<file path="src/rtl/fetch_queue_pkg.sv">
// Shared types and constants for the prefetching fetch unit.
package fetch_queue_pkg;

  localparam int unsigned FETCH_STEP = 4;
  localparam logic [31:0] RV_NOP     = 32'h0000_0013;

  localparam logic [0:0] ST_IDLE = 1'b0;
  localparam logic [0:0] ST_RUN  = 1'b1;

  typedef struct packed {
    logic [31:0] pc;
    logic [31:0] instr;
  } fetch_entry_t;

endpackage

</file>
<file path="src/rtl/sync_fifo.sv">
// Register-based synchronous FIFO with clear; DEPTH must be a power of two.
module sync_fifo #(
  parameter int unsigned WIDTH = 64,
  parameter int unsigned DEPTH = 4
) (
  input  logic                     clk,
  input  logic                     res_n,
  input  logic                     push,
  input  logic                     pop,
  input  logic                     clear,
  input  logic [WIDTH-1:0]         din,
  output logic [WIDTH-1:0]         dout,
  output logic                     empty,
  output logic                     full,
  output logic [$clog2(DEPTH):0]   count
);

  localparam int unsigned AW = $clog2(DEPTH);

  logic [WIDTH-1:0] mem [DEPTH];
  logic [AW-1:0]    wr_ptr;
  logic [AW-1:0]    rd_ptr;
  logic             do_push;
  logic             do_pop;

  assign empty   = (count == '0);
  assign full    = (count == (AW+1)'(DEPTH));
  assign do_pop  = pop & ~empty;
  assign do_push = push & (~full | do_pop);
  assign dout    = mem[rd_ptr];

  // Pointers are exactly AW bits wide, so increment wraps at DEPTH.
  always_ff @(posedge clk) begin
    if (!res_n || clear) begin
      wr_ptr <= '0;
      rd_ptr <= '0;
      count  <= '0;
    end else begin
      if (do_push) wr_ptr <= wr_ptr + 1'b1;
      if (do_pop)  rd_ptr <= rd_ptr + 1'b1;
      case ({do_push, do_pop})
        2'b10:   count <= count + 1'b1;
        2'b01:   count <= count - 1'b1;
        default: count <= count;
      endcase
    end
  end

  always_ff @(posedge clk) begin
    if (do_push) mem[wr_ptr] <= din;
  end

endmodule

</file>
<file path="src/rtl/fetch_queue.sv">
// Prefetching fetch unit: pipelined imem requests, PC-tagged instruction queue,
// redirect flush with discard of in-flight responses.
module fetch_queue
  import fetch_queue_pkg::*;
#(
  parameter int unsigned     XLEN            = 32,
  parameter logic [XLEN-1:0] RESET_PC        = '0,
  parameter int unsigned     DEPTH           = 4,
  parameter int unsigned     MAX_OUTSTANDING = 2
) (
  input  logic            clk,
  input  logic            res_n,
  output logic            imem_req,
  output logic [XLEN-1:0] imem_addr,
  input  logic            imem_gnt,
  input  logic            imem_rvalid,
  input  logic [XLEN-1:0] imem_rdata,
  input  logic            redirect_valid,
  input  logic [XLEN-1:0] redirect_pc,
  output logic            instr_valid,
  input  logic            instr_ready,
  output logic [XLEN-1:0] instr_data,
  output logic [XLEN-1:0] instr_pc
);

  localparam int unsigned CW  = $clog2(DEPTH) + 1;
  localparam int unsigned CW1 = CW + 1;

  logic [0:0]        state;
  logic [XLEN-1:0]   fetch_pc;
  logic [XLEN-1:0]   resp_pc;
  logic [CW-1:0]     outstanding;
  logic [CW-1:0]     discard_cnt;
  logic [CW-1:0]     count;
  logic [CW:0]       credits;
  logic [XLEN-1:0]   target;
  logic              grant;
  logic              resp;
  logic              push;
  logic              pop;
  logic              fifo_empty;
  logic              fifo_full;
  logic [2*XLEN-1:0] fifo_dout;

  assign credits   = {1'b0, count} + {1'b0, outstanding};
  assign target    = redirect_pc & ~XLEN'(3);
  assign imem_addr = fetch_pc;
  assign imem_req  = (state == ST_RUN)
                   & (credits < CW1'(DEPTH))
                   & (outstanding < CW'(MAX_OUTSTANDING))
                   & ~redirect_valid;
  assign grant     = imem_req & imem_gnt;
  // A response with nothing outstanding is stray (e.g. issued before reset).
  assign resp      = imem_rvalid & (outstanding != '0);
  assign push      = resp & (discard_cnt == '0) & ~redirect_valid & (~fifo_full | pop);
  assign pop       = instr_valid & instr_ready & ~redirect_valid;

  assign instr_valid = ~fifo_empty;
  assign instr_data  = instr_valid ? fifo_dout[XLEN-1:0]      : '0;
  assign instr_pc    = instr_valid ? fifo_dout[2*XLEN-1:XLEN] : '0;

  sync_fifo #(
    .WIDTH (2*XLEN),
    .DEPTH (DEPTH)
  ) u_fifo (
    .clk   (clk),
    .res_n (res_n),
    .push  (push),
    .pop   (pop),
    .clear (redirect_valid),
    .din   ({resp_pc, imem_rdata}),
    .dout  (fifo_dout),
    .empty (fifo_empty),
    .full  (fifo_full),
    .count (count)
  );

  always_ff @(posedge clk) begin
    if (!res_n) begin
      state       <= ST_IDLE;
      fetch_pc    <= RESET_PC;
      resp_pc     <= RESET_PC;
      outstanding <= '0;
      discard_cnt <= '0;
    end else begin
      state <= ST_RUN;
      if (redirect_valid) begin
        fetch_pc    <= target;
        resp_pc     <= target;
        // outstanding already includes earlier discards, so every remaining
        // in-flight response (minus the one landing now) becomes a discard.
        outstanding <= outstanding - CW'(resp);
        discard_cnt <= outstanding - CW'(resp);
      end else begin
        if (grant) fetch_pc <= fetch_pc + XLEN'(FETCH_STEP);
        if (push)  resp_pc  <= resp_pc + XLEN'(FETCH_STEP);
        case ({grant, resp})
          2'b10:   outstanding <= outstanding + 1'b1;
          2'b01:   outstanding <= outstanding - 1'b1;
          default: outstanding <= outstanding;
        endcase
        if (resp && discard_cnt != '0) discard_cnt <= discard_cnt - 1'b1;
      end
    end
  end

endmodule

</file>
<file path="config.mk">
export PLATFORM = sky130hd
export DESIGN_NAME = fetch_queue
export DESIGN_NICKNAME = d
export VERILOG_FILES = /design/src/rtl/fetch_queue_pkg.sv /design/src/rtl/sync_fifo.sv /design/src/rtl/fetch_queue.sv
export SDC_FILE = /design/constraint.sdc
export NUM_CORES = 1
export LEC_CHECK = 0
export BUFFER_PORTS_ARGS = -buffer_cell sky130_fd_sc_hd__buf_2
export CAP_MARGIN = 25
export CORE_UTILIZATION = 60
export DETAILED_ROUTE_END_ITERATION = 10
export HOLD_SLACK_MARGIN = 0.02
export PLACE_DENSITY = 0.82
export SYNTH_ARGS = -nofsm -noshare
export SYNTH_HDL_FRONTEND = slang
export SYNTH_HIERARCHICAL = 1
export SYNTH_SLANG_ARGS = --single-unit
</file>
<file path="constraint.sdc">
create_clock -name clk -period 7.91 [get_ports clk]
set_clock_uncertainty 0.05 [all_clocks]
set_input_delay 0 -clock clk [delete_from_list [all_inputs] [get_ports clk]]
set_output_delay 0 -clock clk [all_outputs]
set_load 0.03 [all_outputs]
</file>
# == After elaboration in Yosys (flattened, before gate mapping) ==
# Memory sizes are Yosys's and may differ from the RTL's. A register that Yosys moved wholly into a read port is not among the register bits.
# Cells that the tools add are included.
# totals
wordCells,76
ff_bits,78
n_memories,1
ramBits,256
# memory_table
memory,depth,word_bits,rd,rd_ports_with_merged_regs,write_ports,line,source
u_fifo.mem,4,64,1,1,1,sync_fifo.sv:20,logic [WIDTH-1:0] mem [DEPTH];
# op_classes
mux,16
bitwise_logic,18
magnitude_cmp,2
add_sub_neg,11
eq_ne,5
n_reduce_logical,13
# ops
operator,count
$mux 32,6
$add 32x3->32 const B,2
$and 1x1->1,12
$pmux 3 s2,2
$mux 3,3
$reduce_bool 3->1,3
$sub 3x1->3 const B,3
$reduce_bool 2->1,4
$add 3x1->3 const B,2
$logic_not 3->1,2
$add 2x1->2 const B,2
$add 3x3->4,1
$eq 2x1->1 const B,2
$eq 2x2->1 const B,2
$lt 4x3->1 const B,1
$mux 2,2
$not 1->1,4
$eq 3x3->1 const B,1
$lt 3x2->1 const B,1
$mux 1,3
$sub 3x1->3,1
$or 1x1->1,2
$reduce_or 2->1,1
$logic_and 1x1->1,1
2 further kinds,2

# == Depth between registers and ports, before layout ==
# depth
word_depth,9
depth_mapped,14
mapped_depth_nobuf,11

# == By module ==
# The synthesis kept the hierarchy.
# modules_own_cells
mod,area_each_um2,cells_each,n_inst
sync_fifo,9796.9,401,1
fetch_queue,4339.2,569,1

# == Worst setup path before layout ==
# OpenSTA, ideal clock, no wires.
# synth_timing
path_kind,flip-flop to flip-flop
startpoint,register u_fifo.count[2]
endpoint,"memory u_fifo.mem[0][0], enable pin"
setup_ns,0.429
n_path_buf,4
t_arrival_ns,3.407
required_time_ns,7.431
path_stages_with_launch,10
slack_ns,4.024
period_less_slack_ns,3.886
path_cell_list,dfxtp_1 -> buf_2 -> nor3_1 -> nand2b_1 -> a2111o_1 -> inv_1 -> buf_2 -> buf_2 -> buf_2 -> and3_1
# synth_via
elab_chain_len,9
word_cells_on_any_way,13
cone_classes,1 x eq/ne; 2 x mux; 9 x bitwise; 1 x reduce/logical
# synth_rtl
element,line,source
start: declaration,sync_fifo.sv:15,output logic [$clog2(DEPTH):0] count
start signal: assignment,sync_fifo.sv:42,2'b10: count <= count + 1'b1;
start signal: assignment,sync_fifo.sv:43,2'b01: count <= count - 1'b1;
start signal: assignment,sync_fifo.sv:44,default: count <= count;
$logic_not 3->1,sync_fifo.sv:26,assign empty = (count == '0);
net fifo_empty,fetch_queue.sv:41,logic fifo_empty;
$not 1->1,fetch_queue.sv:58,assign instr_valid = ~fifo_empty;
$and 1x1->1 (2 in series),fetch_queue.sv:56,assign pop = instr_valid & instr_ready & ~redirect_valid;
$or 1x1->1,fetch_queue.sv:55,assign push = resp & (discard_cnt == '0) & ~redirect_valid & (~fifo_full | pop);
$and 1x1->1,fetch_queue.sv:55,
net push,fetch_queue.sv:39,logic push;
$and 1x1->1,sync_fifo.sv:29,assign do_push = push & (~full | do_pop);
$mux 1,sync_fifo.sv:50,if (do_push) mem[wr_ptr] <= din;
$mux 1 (implied by the code),sync_fifo.sv:50,
end: declaration,sync_fifo.sv:20,
# The timed path passes the listed nets, and every way through them passes these cells.

# == Worst setup path in the final report ==
# layout_timing
startpoint,register u_fifo.count[2]
endpoint,"memory u_fifo.mem[1][25], enable pin"
# layout_via
elab_chain_len,9
word_cells_on_any_way,13
cone_classes,1 x eq/ne; 2 x mux; 9 x bitwise; 1 x reduce/logical
# layout_rtl
element,line
$logic_not 3->1 *,sync_fifo.sv:26
net fifo_empty,fetch_queue.sv:41
$not 1->1 *,"sync_fifo.sv:28, fetch_queue.sv:58"
$and 1x1->1 (2 in series),fetch_queue.sv:56
$or 1x1->1 or $and 1x1->1 (tied branches),"fetch_queue.sv:55, sync_fifo.sv:28"
$and 1x1->1 or $or 1x1->1 (tied branches),"fetch_queue.sv:55, sync_fifo.sv:29"
$and 1x1->1 *,sync_fifo.sv:29
$mux 1 *,sync_fifo.sv:50
$mux 1 (implied by the code) *,sync_fifo.sv:50
# Mark *: on every way through the listed nets, which the timed path passes. The rest lies on a longest branch.

==> impl_metrics.env <==
export IMPL_wire_per_inst_microns=21.3
export IMPL_synth_top_area_frac=0.544
export IMPL_max_stage_delay_ns=0.75
export IMPL_dpl_hpwl_microns=18500
export IMPL_relSlewSlack=0.299
export IMPL_tritoncts="built"
export IMPL_synth_seq_cells=332
export IMPL_synth_area_top_cells="edfxtp_1 54%, dfxtp_1 11%, mux4_2 10%, nor2b_1 2.8%, a21oi_1 1.6%"
export IMPL_power_density_nw_per_um2=229
export IMPL_nFillCells=1409
export IMPL_hold_violations=0
export IMPL_layout_commonest_cell="edfxtp_1"
export IMPL_cts_buffer_depth=3
export IMPL_n_antenna_cell=0
export IMPL_critical_path_top_delay_family="buffers and inverters"
export IMPL_total_power_mw=3.86
export IMPL_register_area_sq_um=9210
export IMPL_cp_max_fo=66
export IMPL_track_usage=0.274
export IMPL_grt_pass1_vias=9086
export IMPL_synth_edff_count=256
export IMPL_clock_sinks=332
export IMPL_tightestPinTransition_ns=1.05
export IMPL_final_cell_count_no_fill=1531
export IMPL_syn_avg_cell_area_sq_um=14.6
export IMPL_antenna_found_initial=0
export IMPL_worst_path_buf_inv=4
export IMPL_setup_tns_ns=0
export IMPL_grt_max_degree=67
export IMPL_clk_latency_ns=0.51
export IMPL_dr_pass1_iters=7
export IMPL_p_switching_uw=906
export IMPL_route_detailed_drc=0
export IMPL_swShare=0.235
export IMPL_combPwrFrac=0.087
export IMPL_grt_pass1_wl_microns=50200
export IMPL_layout_common_cells="256 x edfxtp_1, 163 x buf_2, 74 x dfxtp_1"
export IMPL_period_share=0.514
export IMPL_synth_seq_area_share=0.651
export IMPL_critical_path_class="flop to flop"
export IMPL_p_int_mw=2.96
export IMPL_arrival_ns=4.13
export IMPL_totalWireLength_microns=32600
export IMPL_die_x_microns=155
export IMPL_layout_min_cycle_time_ns=4.06
export IMPL_die_area_sq_um=24200
export IMPL_globalplace_congestion=0.943
export IMPL_synth_top_cell_by_area="edfxtp_1"
export IMPL_nNetsFinal=1277
export IMPL_synth_ff_type="edfxtp_1"
export IMPL_worst_path_most_repeated_cell="buf_4"
export IMPL_cp_slowest_cell="buf_4"
export IMPL_critical_path_cell_chain="nor3_2 -> buf_4 -> nand2b_1 -> a2111o_1 -> inv_1 -> buf_4 -> and3_2 -> buf_4"
export IMPL_setup_violations=0
export IMPL_htreeDepth=2
export IMPL_drive_gt1_frac=0.255
export IMPL_postSynthCellCount=970
export IMPL_cts_setup_buffers=0
export IMPL_multiInputGateArea_sq_um=4600
export IMPL_utilization=0.738
export IMPL_coreArea_sq_um=22800
export IMPL_rsz0062_at_grt="false"
export IMPL_post_place_cells=1407
export IMPL_cts_root_buffer="clkbuf_16"
export IMPL_status="completed"
export IMPL_timing_fmax_mhz=246
export IMPL_cts_made_buffers=34
export IMPL_drv_cap=0
export IMPL_final_antenna_net_count=0
export IMPL_power_frac_clock=0.392
export IMPL_slew_violations=0
export IMPL_synth_cell_types=66
export IMPL_rows=55
export IMPL_io_buffer_count=163
export IMPL_synth_async_sr_flop_share=0
export IMPL_area_growth_pct=19.3
export IMPL_yosysWarnings=6
export IMPL_vias_per_cell=6.13
export IMPL_peakVddDrop_mv=0.116
export IMPL_cp_end_kind="flop"
export IMPL_critPathRequiredTime_ns=7.98
export IMPL_critPathLaunchType="flop"
export IMPL_p_leak_nw=5.82
export IMPL_clkTransAtPathRegs_ns=0.06
export IMPL_p_seq_frac=0.520
export IMPL_hp_class="input pin to flop"
export IMPL_netlist_area_sq_um=14100
export IMPL_die_h_microns=155
export IMPL_boundaryPins=168
export IMPL_vias=9389
export IMPL_start_util=0.619
export IMPL_drt_iter0_markers=803
export IMPL_grt_ovfl_total=0
[cell type report]
cell class | count | share of cell area
Multi-Input combinational cell | 565 | 0.273
Clock buffer | 42 | 0.0522
Inverter | 23 | 0.00512
Clock inverter | 19 | 0.00979
Sequential cell | 332 | 0.546
Tap cell | 313 | 0.0232
Timing Repair Buffer | 237 | 0.0907
[routing by layer]
layer / GRT usage / part of all wire / up-vias
met5: 0 / 0 / -
met4: 0.0822 / 0.020 / 0
met3: 0.0499 / 0.084 / 48
met2: 0.451 / 0.49 / 492
met1: 0.375 / 0.41 / 4634
li1: - / - / 4215
[state kept, by name (all words and copies together), names as in the netlist, named ones only]
name           cells
u_fifo/wr_ptr      2
u_fifo/mem       256
discard_cnt        3
outstanding        3
state              1
imem_addr         30
u_fifo/rd_ptr      2
resp_pc           30
u_fifo/count       3
[power groups by stage]
stage / logic, mW / clock network [mW] / registers (mW)
2_1_floorplan: 0.198 / 0 / 2.05
3_3_place_gp: 0.296 / 0 / 2.04
3_5_place_dp: 0.306 / 0 / 2.04
4_1_cts: 0.333 / 1.53 / 2.01
5_1_grt: 0.368 / 1.60 / 2.02
6_report: 0.337 / 1.51 / 2.01
[path summary, 6_finish.rpt]
kind / slack, ns / end / from / depth (start not counted)
worst min register to register: 0.48 / u_fifo/wr_ptr[0] / u_fifo/wr_ptr[0] / 2
worst max-delay path: 3.85 / u_fifo/mem[1][25] / u_fifo/count[2] / 8
worst max register to register: 3.85 / u_fifo/mem[1][25] / u_fifo/count[2] / 8
worst min-delay path: 0.04 / outstanding[1] / imem_rvalid / 5
[through the flow]
stage	worst slack [ns]	area, sq um	hold slack, ns
finish	3.85	16900	0.0377
global route	3.61	16900	0.0969
CTS	3.83	16900	0.0222
detailed placement	3.87	15200	0.167
global placement	3.92	15200	0.164
floorplan	4.02	14200	-0.0223
[worst min-delay path: stages]
cell and delay, ns:
buf_2 0.09, o31ai_1 0.12, nand3_1 0.15, nand4_1 0.11
o211ai_1 0.09
[Yosys cell counts, types with 6 or more instances]
cell type    n
nor3_1      23
nand2_1     50
a31oi_1     19
o211ai_1    10
edfxtp_1   256
xnor2_1     14
buf_4        9
dfxtp_1     76
or3_1        9
inv_1       22
clkbuf_1    31
ha_1        12
buf_2       13
a21oi_1     45
mux4_2      64
and3_1      17
and4_1       7
nand3_1     23
nand4_1     24
nor2_1      25
nor4_1      13
xor2_1      13
o21ai_0     41
nor2b_1     64
a311oi_1     6
[kinds of logic after synthesis]
family                     count (synthesis)  share of synthesized area
and+or+nand+nor                          291                      0.118
xor gates and xnor gates                  27                     0.0167
adders and majority gates                 14                     0.0135
DFF                                      332                      0.651
other                                      1                   0.000265
AOI/OAI and AO/OA                        153                     0.0674
buffers and inverters                     82                     0.0263
muxes                                     70                      0.106
[repair_timing]
| item | CTS | global route |
|---|---|---|
| hold buffers | 63 | 0 |
| endpoints found under the hold margin | 189 | 0 |
| gates resized for setup | 0 | 0 |
Note: power is estimated with default switching activity, not from simulation.
